`src/rtl/bf_uart_bridge.sv`:
```
// bf_uart_bridge: UART <-> byte-stream bridge for the brainfuck interpreter.
// RX: 2-flop synchroniser, mid-bit sampling FSM, small FIFO toward the
// interpreter input stream. TX: single byte in flight, one-cycle line lag
// behind the TX state so each bit is a clean registered output.
module bf_uart_bridge #(
    parameter int CLKS_PER_BIT = 16,
    parameter int WORD_SIZE    = 8,
    parameter int FIFO_DEPTH   = 4
) (
    input  logic                 clk,
    input  logic                 rst,
    input  logic                 uart_rx,
    output logic                 uart_tx,
    output logic [WORD_SIZE-1:0] in_data,
    output logic                 in_valid,
    input  logic                 in_ready,
    input  logic [WORD_SIZE-1:0] out_data,
    input  logic                 out_valid,
    output logic                 out_ready,
    output logic                 rx_overrun,
    output logic                 frame_error
);

    localparam int CNT_W = (CLKS_PER_BIT > 2) ? $clog2(CLKS_PER_BIT) : 1;
    localparam int IDX_W = $clog2(WORD_SIZE + 1);
    localparam int PTR_W = (FIFO_DEPTH > 1) ? $clog2(FIFO_DEPTH) : 1;

    localparam logic [CNT_W-1:0] HALF_BIT = CNT_W'(CLKS_PER_BIT / 2 - 1);
    localparam logic [CNT_W-1:0] FULL_BIT = CNT_W'(CLKS_PER_BIT - 1);
    localparam logic [IDX_W-1:0] LAST_IDX = IDX_W'(WORD_SIZE - 1);
    localparam logic [PTR_W:0]   FIFO_FULL_CNT = (PTR_W + 1)'(FIFO_DEPTH);

    typedef enum logic [1:0] {
        RX_IDLE,
        RX_START,
        RX_DATA,
        RX_STOP
    } rx_state_t;

    typedef enum logic [1:0] {
        TX_IDLE,
        TX_START,
        TX_DATA,
        TX_STOP
    } tx_state_t;

    // RX synchroniser and state
    logic                 rx_meta_p0;
    logic                 rx_sync_p1;
    rx_state_t            rx_state;
    logic [CNT_W-1:0]     rx_cnt;
    logic [IDX_W-1:0]     rx_idx;
    logic [WORD_SIZE-1:0] rx_shift;
    logic                 push_vld_p2;

    // RX FIFO
    logic [WORD_SIZE-1:0] fifo_mem [FIFO_DEPTH];
    logic [PTR_W-1:0]     wr_ptr;
    logic [PTR_W-1:0]     rd_ptr;
    logic [PTR_W:0]       fifo_cnt;
    logic                 fifo_full;
    logic                 pop;
    logic                 push_ok;

    // TX state
    tx_state_t            tx_state;
    logic [CNT_W-1:0]     tx_cnt;
    logic [IDX_W-1:0]     tx_idx;
    logic [WORD_SIZE-1:0] tx_shift;
    logic                 tx_accept;

    // Bring the asynchronous line into the clk domain; idle-high after reset
    always_ff @(posedge clk) begin
        if (rst) begin
            rx_meta_p0 <= 1'b1;
            rx_sync_p1 <= 1'b1;
        end else begin
            rx_meta_p0 <= uart_rx;
            rx_sync_p1 <= rx_meta_p0;
        end
    end

    // RX frame FSM: mid-bit sampling, start-glitch rejection, stop-bit check
    always_ff @(posedge clk) begin
        if (rst) begin
            rx_state    <= RX_IDLE;
            rx_cnt      <= '0;
            rx_idx      <= '0;
            push_vld_p2 <= 1'b0;
            frame_error <= 1'b0;
        end else begin
            push_vld_p2 <= 1'b0;
            case (rx_state)
                RX_IDLE: begin
                    if (!rx_sync_p1) begin
                        rx_state <= RX_START;
                        rx_cnt   <= HALF_BIT;
                    end
                end
                RX_START: begin
                    if (rx_cnt == '0) begin
                        if (!rx_sync_p1) begin
                            rx_state <= RX_DATA;
                            rx_cnt   <= FULL_BIT;
                            rx_idx   <= '0;
                        end else begin
                            rx_state <= RX_IDLE;
                        end
                    end else begin
                        rx_cnt <= rx_cnt - 1'b1;
                    end
                end
                RX_DATA: begin
                    if (rx_cnt == '0) begin
                        rx_cnt <= FULL_BIT;
                        if (rx_idx == LAST_IDX) begin
                            rx_state <= RX_STOP;
                        end else begin
                            rx_idx <= rx_idx + 1'b1;
                        end
                    end else begin
                        rx_cnt <= rx_cnt - 1'b1;
                    end
                end
                RX_STOP: begin
                    if (rx_cnt == '0) begin
                        if (rx_sync_p1) begin
                            push_vld_p2 <= 1'b1;
                        end else begin
                            frame_error <= 1'b1;
                        end
                        rx_state <= RX_IDLE;
                    end else begin
                        rx_cnt <= rx_cnt - 1'b1;
                    end
                end
                default: rx_state <= RX_IDLE;
            endcase
        end
    end

    // RX data shift, LSB first; holds the finished word until the next frame's data phase
    always_ff @(posedge clk) begin
        if (rx_state == RX_DATA && rx_cnt == '0) begin
            rx_shift <= {rx_sync_p1, rx_shift[WORD_SIZE-1:1]};
        end
    end

    assign pop       = in_valid && in_ready;
    assign fifo_full = (fifo_cnt == FIFO_FULL_CNT);
    assign push_ok   = push_vld_p2 && (!fifo_full || pop);
    assign in_valid  = (fifo_cnt != '0);
    assign in_data   = fifo_mem[rd_ptr];

    // FIFO pointers, occupancy and sticky overrun flag
    always_ff @(posedge clk) begin
        if (rst) begin
            wr_ptr     <= '0;
            rd_ptr     <= '0;
            fifo_cnt   <= '0;
            rx_overrun <= 1'b0;
        end else begin
            if (push_ok) begin
                wr_ptr <= wr_ptr + 1'b1;
            end
            if (pop) begin
                rd_ptr <= rd_ptr + 1'b1;
            end
            case ({push_ok, pop})
                2'b10:   fifo_cnt <= fifo_cnt + 1'b1;
                2'b01:   fifo_cnt <= fifo_cnt - 1'b1;
                default: fifo_cnt <= fifo_cnt;
            endcase
            if (push_vld_p2 && !push_ok) begin
                rx_overrun <= 1'b1;
            end
        end
    end

    // FIFO storage write
    always_ff @(posedge clk) begin
        if (push_ok) begin
            fifo_mem[wr_ptr] <= rx_shift;
        end
    end

    assign out_ready = (tx_state == TX_IDLE) && !rst;
    assign tx_accept = out_valid && out_ready;

    // TX frame FSM; uart_tx follows the state one cycle later
    always_ff @(posedge clk) begin
        if (rst) begin
            tx_state <= TX_IDLE;
            tx_cnt   <= '0;
            tx_idx   <= '0;
            uart_tx  <= 1'b1;
        end else begin
            case (tx_state)
                TX_IDLE: begin
                    uart_tx <= 1'b1;
                    if (tx_accept) begin
                        tx_state <= TX_START;
                        tx_cnt   <= FULL_BIT;
                    end
                end
                TX_START: begin
                    uart_tx <= 1'b0;
                    if (tx_cnt == '0) begin
                        tx_state <= TX_DATA;
                        tx_cnt   <= FULL_BIT;
                        tx_idx   <= '0;
                    end else begin
                        tx_cnt <= tx_cnt - 1'b1;
                    end
                end
                TX_DATA: begin
                    uart_tx <= tx_shift[0];
                    if (tx_cnt == '0) begin
                        tx_cnt <= FULL_BIT;
                        if (tx_idx == LAST_IDX) begin
                            tx_state <= TX_STOP;
                        end else begin
                            tx_idx <= tx_idx + 1'b1;
                        end
                    end else begin
                        tx_cnt <= tx_cnt - 1'b1;
                    end
                end
                TX_STOP: begin
                    uart_tx <= 1'b1;
                    if (tx_cnt == '0) begin
                        tx_state <= TX_IDLE;
                    end else begin
                        tx_cnt <= tx_cnt - 1'b1;
                    end
                end
                default: begin
                    uart_tx  <= 1'b1;
                    tx_state <= TX_IDLE;
                end
            endcase
        end
    end

    // TX data: load on accept, shift right at the end of each data bit
    always_ff @(posedge clk) begin
        if (tx_accept) begin
            tx_shift <= out_data;
        end else if (tx_state == TX_DATA && tx_cnt == '0) begin
            tx_shift <= tx_shift >> 1;
        end
    end

endmodule

```
`config.mk`:
```
export PLATFORM = sky130hd
export DESIGN_NAME = bf_uart_bridge
export DESIGN_NICKNAME = d
export VERILOG_FILES = /design/src/rtl/bf_uart_bridge.sv
export SDC_FILE = /design/constraint.sdc
export NUM_CORES = 1
export LEC_CHECK = 0
export BUFFER_PORTS_ARGS = -buffer_cell sky130_fd_sc_hd__buf_2
export CAP_MARGIN = 20
export CORE_ASPECT_RATIO = 2
export CORE_MARGIN = 3
export CORE_UTILIZATION = 25
export DETAILED_ROUTE_END_ITERATION = 8
export PLACE_DENSITY = 0.39
export SYNTH_ARGS = -nofsm -noshare
export SYNTH_HDL_FRONTEND = slang
export SYNTH_SLANG_ARGS = --single-unit
```
`constraint.sdc`:
```
create_clock -name clk -period 2.39 [get_ports clk]
set_clock_uncertainty 0.2 [all_clocks]
set_input_delay 0.3585 -clock clk [delete_from_list [all_inputs] [get_ports clk]]
set_output_delay 0.3585 -clock clk [all_outputs]
set_load 0.005 [all_outputs]
```
=== After elaboration in Yosys (flattened, before gate mapping) ===
Memory sizes are Yosys's and may differ from the RTL's. A register that Yosys moved wholly into a read port is not among the register bits.
Index checks and enable logic that the tools add are counted.

* Flip-flop bits (word level): 49
* Bits in latches: 0
* RAM bits: 32
* Bits in read-only memories: 0
* Output and inout port bits: 13
* Word-level logic and storage cells: 127
* Memories: 1

{| class="wikitable"
|+ Memory list
! name !! words !! bits a word !! rd ports !! clocked after memory_dff !! wr ports !! RTL line !! text
|-
| fifo_mem || 4 || 8 || 1 || 1 || 1 || 57 || <nowiki>logic [WORD_SIZE-1:0] fifo_mem [FIFO_DEPTH];</nowiki>
|}

* $add $sub $neg: 8
* Multipliers: 0
* Divide/modulo/power cells: 0
* Order comparisons: 0
* Eq/ne operators: 27
* Shift operators: 0
* Muxes and demuxes: 41
* Bitwise gates (word level): 3
* Reduce and logical (&&, ||, !) cells: 30

{| class="wikitable"
|+ Operators by type and width
! operator !! count
|-
| $mux 4 || 15
|-
| $ne 2x2->1 const B || 14
|-
| $mux 2 || 13
|-
| $mux 8 || 2
|-
| $pmux 2 s4 || 2
|-
| $pmux 4 s2 || 2
|-
| $pmux 4 s4 || 1
|-
| $reduce_and 5->1 || 3
|-
| $pmux 4 s3 || 1
|-
| $eq 2x2->1 const B || 5
|-
| $add 4x1->4 const B || 2
|-
| $eq 4x3->1 const B || 2
|-
| $logic_not 4->1 || 2
|-
| $reduce_bool 2->1 || 4
|-
| $sub 4x1->4 const B || 2
|-
| $logic_and 1x1->1 || 7
|-
| $eq 2x1->1 const B || 3
|-
| $pmux 3 s2 || 1
|-
| $reduce_and 3->1 || 2
|-
| $add 2x1->2 const B || 2
|-
| $logic_not 2->1 || 2
|-
| $reduce_and 4->1 || 1
|-
| $reduce_or 2->1 || 2
|-
| $add 3x1->3 const B || 1
|-
| other kinds (12) || 18
|}

=== Longest topological paths before layout ===
* Word-level depth: 6
* Depth in mapped cells: 7

=== Worst setup path before layout ===
OpenSTA, ideal clock, no wires.

* Path kind: register -> register
* Start point: register fifo_cnt[0]
* End point: register fifo_cnt[2]
* Library setup time: 0.121 ns
* Arrival time: 1.726 ns
* Data required time: 2.069 ns
* Setup slack: 0.343 ns
* Stages on the path, launching flop included: 8
* Buffers on the path: 0
* Period minus slack after synthesis: 2.047 ns
* Cells stage by stage: dfxtp_1 -> o31ai_2 -> or2_2 -> fa_1 -> inv_1 -> nor3_1 -> a31oi_1 -> mux2_2

* Cells in the longest elaborated chain, start to end: 6
* Elaborated cells between the ends (all ways): 12
* Those cells by class: add/sub: 2; eq/ne: 3; mux: 1; reduce/logical: 6

{| class="wikitable"
|+ Ends and longest elaborated chain
! what !! RTL line !! text
|-
| from (decl) || 60 || <nowiki>logic [PTR_W:0] fifo_cnt;</nowiki>
|-
| from (signal assigned) || 170 || <nowiki>2'b10: fifo_cnt <= fifo_cnt + 1'b1;</nowiki>
|-
| from (signal assigned) || 171 || <nowiki>2'b01: fifo_cnt <= fifo_cnt - 1'b1;</nowiki>
|-
| from (signal assigned) || 172 || <nowiki>default: fifo_cnt <= fifo_cnt;</nowiki>
|-
| $eq 3x3->1 or $reduce_bool 3->1 (tied branches) || 150, 152 ||
|-
| $logic_not 1->1 or $logic_and 1x1->1 (tied branches) || 151, 149 ||
|-
| $logic_or 1x1->1 || 151 || <nowiki>assign push_ok = push_vld_p2 && (!fifo_full || pop);</nowiki>
|-
| $logic_and 1x1->1 || 151 ||
|-
| $eq 2x1->1 or $eq 2x2->1 (tied branches) || 169 || <nowiki>case ({push_ok, pop})</nowiki>
|-
| $pmux 3 s2 or $reduce_bool 2->1 (tied branches) || n/a ||
|}

Several ways; a longest one is shown, not always the timed one.
A chain may end at the register's enable or synchronous reset.

==> qor.yml <==
outcome:
  status: "finished clean"
synthesis:
  synth_cell_type_count: 65
  syn_area_um2: 3762
  synth_area_per_cell_um2: 12.67
  synthArstFlopShare_pct: 0
  yosys.area_share.simple_pct: 12.77
  synthFlopType: "edfxtp_1"
  yosys.area_share.xor_xnor_pct: 0.9312
  ys_ff_latch: 83
  synth_top_family_by_area: "simple AND/OR/NAND/NOR gates"
  synth_cells: 297
  yosysWarnings: 0
  seq_area_frac_synth_pct: 56.93
  synthAdderAreaFrac_pct: 6.518
  syn_nets: 329
  synth_edf_count: 48
  synth-compound-area-share_pct: 11.81
  synth_mux_area_share_pct: 8.048
clock_tree:
  cts-resized-gates: 0
  tritoncts: "built"
  clock-root-buffer: "clkbuf_16"
  path_clk_slew_ns: 0.06
  insertion_delay_ns: 0.33
  htreeDepth: 3
  numCtsBuffers: 9
  clockBufferDepth: 2
  postCtsSetupBuffers: 0
  postCtsHoldBufs: 1
  cts_sinks: 83
setup_path:
  crit_path_max_incr_delay_ns: 0.49
  cp-startpoint: "rx_state[0]$_SDFFE_PP0P_"
  worst_setup_path_start_kind: "register"
  path_depth: 6
  cp_max_fo: 9
  worst_r2r_startpoint: "rx_state[0]$_SDFFE_PP0P_"
  required_ns: 2.44
  crit_arrival_ns: 2.29
  crit_path_cell_trace: "inv_1, ha_1, nor4b_1, a211oi_1, or4_1, o31ai_1"
  r2r_slack_ns: 0.15
  worst_r2r_path_depth: 6
  crit_type: "register to register"
  crit_buf_inv: 1
  worst_path_max_delay_cell: "or4_1"
  cpLargestDelayFamily: "simple AND/OR/NAND/NOR gates"
  end_kind: "register"
routing:
  vias: 2455
  vias_per_cell: 4.606
  drtPass1Iterations: 4
  drc: 0
  routed_wl_um: 7977
  first_iter_violations: 90
  wl_per_cell_um: 14.97
  detail-route-antenna-nets: 0
pwr:
  power.total_uw: 4472
  leakagePower_uw: 0.001648
  power_density_nw_per_um2: 992.3
  vdd_drop_max_mv: 0.3085
timing:
  min_period_ns: 2.239
  hold_viol: 0
  setup_slack_ns: 0.1509
  setup-violations-final: 0
  worstMarginPinSlew_ns: 0.5879
  period_share_pct: 93.69
  slew_viol_final: 0
  tns_ns: 0
  rsz0062_at_grt: "false"
  holdWs_ns: 0.1277
  max_freq_mhz: 446.6
  maxSlewHeadroom_pct: 60.73
flow_run:
  cap_violations: 0
finish:
  drive_gt1_share_pct: 24.63
  n_antenna_cell: 0
  area_delta_synth_final_pct: 19.79
  fin_nets: 368
  n_fill_cell: 1552
  fin_area_um2: 4507
  final_cell_mix: "edfxtp_1, dfxtp_1, buf_2, inv_1, nor2_1"
  layout_commonest_cell: "edfxtp_1"
worst_hold_path:
  hold_path.class: "input port to register"
  min_path_cells: 2
place:
  place_hpwl_um: 5848
  place_area_um2: 4169
  gp_congestion: 0.7625
  port_buffers: 25
  pre_cts_slack_ns: 0.1834
floorplan:
  placeableCoreArea_um2: 14580
  initial_core_util_pct: 25.80
  fp.dieArea_um2: 16650
  num_io_pins: 26
  die_w_um: 92.75
  rows: 62
  die_h_um: 179.5
global_routing:
  grt_pass1_vias: 2485
  overflow: 0
  grt_antenna_before_repair: 0
  grt_max_degree: 32
  gr-usage-all-layers_pct: 10.07
  grt_pass1_wl_um: 12940
[cells by family after synthesis]
group | after synthesis
XOR/XNOR | 4
adder cells (fa/ha/maj) | 19
AND/OR/NAND/NOR | 85
multiplexers | 19
AO/OA/AOI/OAI | 58
buffers and inverters | 29
flip-flops | 83
[sequential cells by signal (all words and copies together) (netlist names), 2 cells and up, named ones only]
name	count
fifo_mem	32
rx_shift	8
tx_state	2
fifo_cnt	3
rx_idx	4
rx_cnt	4
tx_shift	8
rd_ptr	2
wr_ptr	2
tx_idx	4
tx_cnt	4
[layer usage]
metal	share of wire (%)	vias up	GRT usage [%]	wire length, um
met5	0	-	0	0
met4	1.9	0	4.345	155
met3	2.4	12	2.218	188
met2	57	33	18.98	4571
met1	38	1212	10.38	3062
li1	-	1198	-	-
[power by group]
part / switching [uW] / internal (uW)
Combinational: 614 / 564
Clock: 592 / 930
Sequential: 115 / 1660
[cell usage after synthesis (2+ instances only)]
master	instances	area [um^2]
nand4b_1	2	17.52
dfxtp_1	35	700.7
mux4_2	8	180.2
a2bb2oi_1	3	26.28
nor2b_1	4	25.02
buf_1	2	7.510
clkbuf_1	3	11.26
nand2b_1	2	12.51
o21ai_0	9	45.04
o211a_1	3	30.03
a31oi_1	2	12.51
and2_1	6	37.54
nand3_1	4	20.02
a21boi_0	2	15.01
o32ai_1	3	26.28
mux2_2	10	112.6
or3_1	3	18.77
xnor2_1	3	26.28
buf_2	3	15.01
a221oi_1	3	26.28
nand2_1	14	52.55
nor4b_1	2	17.52
a211oi_1	5	37.54
and3_1	3	18.77
nor3b_1	2	15.01
nor3_1	7	35.03
edfxtp_1	48	1441
nor2_1	20	75.07
a21oi_1	10	50.05
ha_1	18	225.2
inv_1	21	78.83
or2_2	4	25.02
[final cells by class]
type	instances	area, um^2	area share, %
sequential	83	2142	47.53
multi-input combinational	185	1508	33.45
tap	192	240.2	5.330
clock buffer	9	225.2	4.997
timing repair buffer	36	210.2	4.664
clock inverter	7	102.6	2.277
inverter	21	78.83	1.749
[through the flow]
step | util, % | instances
3_3_place_gp | 28.59 | 516
3_5_place_dp | 28.59 | 516
5_1_grt | 30.90 | 533
2_1_floorplan | - | 297
6_report | 30.90 | 533
4_1_cts | 30.90 | 533
[how the worst min path moves through the flow]
stage,from,to
2_1_floorplan,rx_meta_p0$_SDFF_PP1_,rx_sync_p1$_SDFF_PP1_
3_3_place_gp,rx_meta_p0$_SDFF_PP1_,rx_sync_p1$_SDFF_PP1_
3_5_place_dp,rx_meta_p0$_SDFF_PP1_,rx_sync_p1$_SDFF_PP1_
4_1_cts,out_data[5],tx_shift[5]$_DFFE_PP_
5_1_grt,out_data[5],tx_shift[5]$_DFFE_PP_
6_report,out_data[5],tx_shift[5]$_DFFE_PP_
(Power assumes the default switching activity.)
